$ cat src/rtl/vigenere_stream_decryptor.sv
// Streaming Vigenere decryptor with valid/ready handshakes, a captured key and a 2-entry output FIFO.
// Optional build macro VIGENERE_NONALPHA_PASS_EN forwards non-letter bytes unchanged instead of dropping them.
module vigenere_stream_decryptor #(
  parameter int KEY_LEN = 10
) (
  input  logic                         clock,
  input  logic                         reset,
  input  logic [8*KEY_LEN-1:0]         keyInput,
  input  logic                         load,
  input  logic                         in_valid,
  output logic                         in_ready,
  input  logic [7:0]                   in_char,
  output logic                         out_valid,
  input  logic                         out_ready,
  output logic [7:0]                   out_char,
  output logic [$clog2(KEY_LEN)-1:0]   key_index,
  output logic                         key_error,
  output logic                         dbg_state
);

  // Handshake: a byte moves on a side exactly in a cycle where its valid and ready are both 1 at the rising edge.
  localparam int IDX_W = $clog2(KEY_LEN);

  typedef enum logic {NOKEY = 1'b0, RUN = 1'b1} state_t;

  state_t                 state_q, state_d;
  logic [8*KEY_LEN-1:0]   key_q, key_d;
  logic [IDX_W-1:0]       idx_q, idx_d;
  logic                   kerr_q, kerr_d;
  logic [7:0]             fifo_q [2];
  logic [7:0]             fifo_d [2];
  logic                   wr_ptr_q, wr_ptr_d;
  logic                   rd_ptr_q, rd_ptr_d;
  logic [1:0]             count_q, count_d;

  logic [7:0] cur_key;
  logic       key_ok;
  logic [5:0] shift6;
  logic [5:0] c6;
  logic [5:0] diff6;
  logic [5:0] plain6;
  logic [7:0] plain;
  logic       is_letter;
  logic       accept;
  logic       push;
  logic       pop;
  logic [7:0] push_char;
  logic       load_err;

  always_comb begin
    cur_key = 8'd0;
    for (int i = 0; i < KEY_LEN; i++) begin
      if (idx_q == IDX_W'(i)) cur_key = key_q[8*(KEY_LEN-1-i) +: 8];
    end
    key_ok    = (cur_key >= 8'd65) && (cur_key <= 8'd90);
    shift6    = key_ok ? 6'(cur_key - 8'd65) : 6'd0;
    is_letter = (in_char >= 8'd65) && (in_char <= 8'd90);
    // Bias by 26 first so the 6-bit subtraction never goes negative (max 51).
    c6        = 6'(in_char - 8'd65);
    diff6     = c6 + 6'd26 - shift6;
    plain6    = (diff6 >= 6'd26) ? (diff6 - 6'd26) : diff6;
    plain     = 8'd65 + {2'b00, plain6};

    load_err = 1'b0;
    for (int i = 0; i < KEY_LEN; i++) begin
      if ((keyInput[8*i +: 8] < 8'd65) || (keyInput[8*i +: 8] > 8'd90)) load_err = 1'b1;
    end

    in_ready = (state_q == RUN) && (count_q != 2'd2) && !load;
    accept   = in_valid && in_ready;
`ifdef VIGENERE_NONALPHA_PASS_EN
    push      = accept;
    push_char = is_letter ? plain : in_char;
`else
    push      = accept && is_letter;
    push_char = plain;
`endif
    pop = (count_q != 2'd0) && out_ready;
  end

  always_comb begin
    state_d   = state_q;
    key_d     = key_q;
    idx_d     = idx_q;
    kerr_d    = kerr_q;
    fifo_d[0] = fifo_q[0];
    fifo_d[1] = fifo_q[1];
    wr_ptr_d  = wr_ptr_q;
    rd_ptr_d  = rd_ptr_q;
    count_d   = count_q;
    if (load) begin
      state_d  = RUN;
      key_d    = keyInput;
      idx_d    = '0;
      kerr_d   = load_err;
      wr_ptr_d = 1'b0;
      rd_ptr_d = 1'b0;
      count_d  = 2'd0;
    end else begin
      if (push) begin
        fifo_d[wr_ptr_q] = push_char;
        wr_ptr_d         = ~wr_ptr_q;
      end
      if (accept && is_letter) begin
        idx_d = (idx_q == IDX_W'(KEY_LEN-1)) ? '0 : idx_q + 1'b1;
      end
      if (pop) rd_ptr_d = ~rd_ptr_q;
      case ({push, pop})
        2'b10:   count_d = count_q + 2'd1;
        2'b01:   count_d = count_q - 2'd1;
        default: count_d = count_q;
      endcase
    end
  end

  always_ff @(posedge clock) begin
    if (reset) begin
      state_q   <= NOKEY;
      key_q     <= '0;
      idx_q     <= '0;
      kerr_q    <= 1'b0;
      fifo_q[0] <= 8'd0;
      fifo_q[1] <= 8'd0;
      wr_ptr_q  <= 1'b0;
      rd_ptr_q  <= 1'b0;
      count_q   <= 2'd0;
    end else begin
      state_q   <= state_d;
      key_q     <= key_d;
      idx_q     <= idx_d;
      kerr_q    <= kerr_d;
      fifo_q[0] <= fifo_d[0];
      fifo_q[1] <= fifo_d[1];
      wr_ptr_q  <= wr_ptr_d;
      rd_ptr_q  <= rd_ptr_d;
      count_q   <= count_d;
    end
  end

  assign out_valid = (count_q != 2'd0);
  assign out_char  = fifo_q[rd_ptr_q];
  assign key_index = idx_q;
  assign key_error = kerr_q;
  assign dbg_state = (state_q == RUN);

endmodule
$ cat config.mk
export PLATFORM = sky130hd
export DESIGN_NAME = vigenere_stream_decryptor
export DESIGN_NICKNAME = d
export VERILOG_FILES = /design/src/rtl/vigenere_stream_decryptor.sv
export SDC_FILE = /design/constraint.sdc
export NUM_CORES = 1
export LEC_CHECK = 0
export CAP_MARGIN = 40
export CELL_PAD_IN_SITES_DETAIL_PLACEMENT = 0
export CELL_PAD_IN_SITES_GLOBAL_PLACEMENT = 2
export CORE_ASPECT_RATIO = 1.5
export CORE_MARGIN = 2
export CORE_UTILIZATION = 34
export DETAILED_ROUTE_END_ITERATION = 10
export PLACE_DENSITY = 0.91
export SLEW_MARGIN = 20
export SYNTH_ARGS = -nofsm -noshare
export SYNTH_HDL_FRONTEND = slang
export SYNTH_SLANG_ARGS = --single-unit
export TNS_END_PERCENT = 5
$ cat constraint.sdc
create_clock -name clock -period 16.1 [get_ports clock]
set_clock_uncertainty 0.05 [all_clocks]
set_input_delay 3.22 -clock clock [delete_from_list [all_inputs] [get_ports clock]]
set_output_delay 3.22 -clock clock [all_outputs]
set_load 0.005 [all_outputs]
==> out/metrics.yaml <==
global_routing:
  grt_pass1_vias: 5292
  grt_max_degree: 56
  grtUsageTotal: 0.1950
  grt_pass1_wl_um: 28370
  antenna_found_initial: 0
  overflow: 0
placement:
  hpwl_um: 14030
  gp_congestion: 0.8671
  port_buffers: 108
  place_ws_ns: 8.357
logic_synthesis:
  synth_compound_area_frac: 0.1301
  synth.most_common_cell: "nor2_1"
  synth_area_leader_cell: "dfxtp_1"
  synth_simple_gate_area_share: 0.2124
  synth-edff-count: 0
  yosys.area_share.xor_xnor: 0.02784
  ys_ff_latch: 107
  synth_fp_nets: 783
  synth_seq_area_share: 0.3610
  synth_top_family_by_area: "simple AND/OR/NAND/NOR gates"
  synth.area.mux_share: 0.1887
  async_flop_share: 0
  netlist.area_leader.share: 0.3610
  synthDistinctLibCells: 71
  synth_area_per_cell_um2: 8.803
  syn_area_um2: 5933
  synthCells: 674
  synth.top_cells.by_area: "dfxtp_1 36%, mux2i_1 15%, nor2_1 8.2%, ha_1 3.2%, a21oi_1 2.7%"
  synth_fa_ha_area_frac: 0.03501
  synthTopCellsByCount: "130 x nor2_1, 107 x dfxtp_1, 89 x mux2i_1"
  synthFlopType: "dfxtp_1"
  yosysWarnings: 0
floorplan:
  row_count: 59
  die_x_um: 111.9
  core_area_um2: 17200
  die_y_um: 165.8
  die-area_um2: 18550
  start_util: 0.3449
  design.portCount: 109
setup_path:
  crit_family: "buffers and inverters"
  worstSetupEndpointType: "output port"
  cp.arrival_ns: 4.44
  worstSetupPathType: "in2out"
  worstRegToRegCells: 27
  cpMaxStageDelayCell: "clkdlybuf4s50_1"
  r2r-start: "key_index[1]$_SDFFE_PP0P_"
  worst_setup_path_start_kind: "input pin"
  ff2ff_setup_slack_ns: 9.54
  cp_cell_sequence: "buf_4 > nor3b_1 > clkdlybuf4s50_1"
  max_stage_delay_ns: 0.56
  cp.depth: 3
  crit_buf_inv: 2
  critPathMaxFanout: 44
  worstReg2RegEnd: "fifo_q[0][4]$_SDFFE_PP0P_"
  crit_start: "load"
  required_ns: 12.83
  cp-endpoint: "in_ready"
pwr:
  p_per_area_nw_per_um2: 88.84
  power_uw: 664.3
  max-vdd-ir-drop_v: 0.00005840
  p_leak_uw: 0.002993
clocking:
  cts-root-buf: "clkbuf_16"
  htreeDepth: 3
  cts_tree: "done"
  cts_setup_buffers: 0
  insertion_delay_ns: 0.36
  clockBufferDepth: 2
  cts-resized-gates: 0
  cts_sinks: 107
  hold_buffers: 0
  clk_pin_slew_ns: 0.07
  numCtsBuffers: 9
sta:
  period_needed_ns: 7.706
  fmax_mhz: 129.8
  finalWorstSetupSlack_ns: 8.394
  slew_headroom: 0.4162
  hold_violations: 0
  finalSetupViolCount: 0
  slew_viol_final: 0
  rsz0062_at_grt: "no"
  tns_ns: 0
  finalCritPeriodShare: 0.4786
  worst_pin_slew_ns: 0.8695
min_path:
  min_path_type: "reg2reg"
  worstHoldStart: "fifo_q[1][1]$_SDFFE_PP0P_"
final_layout:
  area_delta_synth_final_pct: 26.02
  drive_above_1_share: 0.07311
  nets: 870
  n_fill_cell: 1739
routing:
  route.detailed.drc: 0
  vias: 5203
  drtIter0Drc: 204
  ant_nets: 0
  via_per_inst: 5.309
  wirelength_um: 18330
  first_pass_iters: 4
  wl_per_cell_um: 18.70
job:
  cap_violations: 0
run_status:
  status: "completed"
-- stage by stage --
step	utilization	instance area, um^2	std cells	hold WS (ns)
floorplan	-	5933	674	0.3829
global placement	0.4135	7112	961	0.3903
detailed placement	0.4151	7139	963	0.4067
CTS	0.4346	7475	979	0.4175
global route	0.4346	7475	979	0.4257
finish	0.4347	7477	980	0.4138
-- flip-flops by register name (all words and copies together) (netlist names), named ones only --
name	cells
count_q	2
fifo_q	16
dbg_state	1
key_error	1
key_index	4
rd_ptr_q	1
key_q	80
wr_ptr_q	1
-- worst min path at each step --
stage | end | slack, ns | cells after the start
finish | fifo_q[1][1]$_SDFFE_PP0P_ | 0.41 | 2
global route | fifo_q[0][1]$_SDFFE_PP0P_ | 0.43 | 2
CTS | fifo_q[1][1]$_SDFFE_PP0P_ | 0.42 | 2
detailed placement | fifo_q[1][1]$_SDFFE_PP0P_ | 0.41 | 2
global placement | fifo_q[1][1]$_SDFFE_PP0P_ | 0.39 | 2
floorplan | fifo_q[1][1]$_SDFFE_PP0P_ | 0.38 | 2
-- cells by family after synthesis --
group                    count (synthesis)
AND/OR/NAND/NOR                        260
AO/OA/AOI/OAI                          110
multiplexers                           107
flip-flops                             107
buffers and inverters                   56
XOR/XNOR                                18
adder cells (fa/ha/maj)                 16
-- layout by cell type, fill, tap and decap left out, types with 9 or more instances in the layout --
cell type        Yosys  routed
nor2_1             130     130
dfxtp_1            107     107
clkdlybuf4s50_1      0     106
mux2i_1             89      89
nand2_1             37      37
a21oi_1             32      32
inv_1               15      15
ha_1                15      15
nor3_1              14      14
mux2_2              12      12
o21ai_0             11      11
nor2b_1             10      10
o22ai_1             10      10
xnor2_1              9       9
or4_1                9       9
clkbuf_16            0       9
-- metal layers --
metal | GRT usage | up-vias | share of wire
li1 | - | 2588 | -
met1 | 0.2159 | 2485 | 0.40
met2 | 0.3715 | 112 | 0.55
met3 | 0.03248 | 18 | 0.038
met4 | 0.06441 | 0 | 0.017
met5 | 0 | - | 0
-- worst register-to-register path, cell delays in order (launching register included) --
cell,delay [ns]
dfxtp_1,0.53
buf_4,0.43
nor2b_1,0.22
a32o_1,0.29
o21ai_0,0.27
o31a_2,0.27
inv_1,0.06
ha_1,0.19
nor2_1,0.10
o211ai_1,0.13
nand3_1,0.20
nor2_1,0.07
ha_1,0.27
inv_1,0.04
ha_1,0.22
fa_1,0.40
xnor2_1,0.72
a21o_1,0.18
nor2_1,0.11
nor2_1,0.18
xnor2_1,0.14
ha_1,0.22
nor2b_1,0.25
nand2_1,0.14
xnor2_1,0.15
a21oi_1,0.14
mux2i_1,0.13
a2111oi_2,0.38
-- area by class of cell --
type                    count  area, um^2  area share
clock inverters             5       82.58     0.01104
repair buffers            116        1146      0.1533
well taps                 213       266.5     0.03564
multi-input cells         511        3525      0.4714
diodes                      1       2.502   0.0003347
inverters                  16       60.06    0.008032
clock buffers              11       252.7     0.03380
flip-flops and latches    107        2142      0.2865
-- where the power goes --
part	leakage, uW	switching [uW]	internal (uW)	total (uW)
registers	0.000879	8.04	277	285
logic	0.00195	68.3	61.3	130
clock network	0.000167	104	146	250
total	0.00299	180	484	664
No activity file was read; power rests on OpenSTA's default activity.
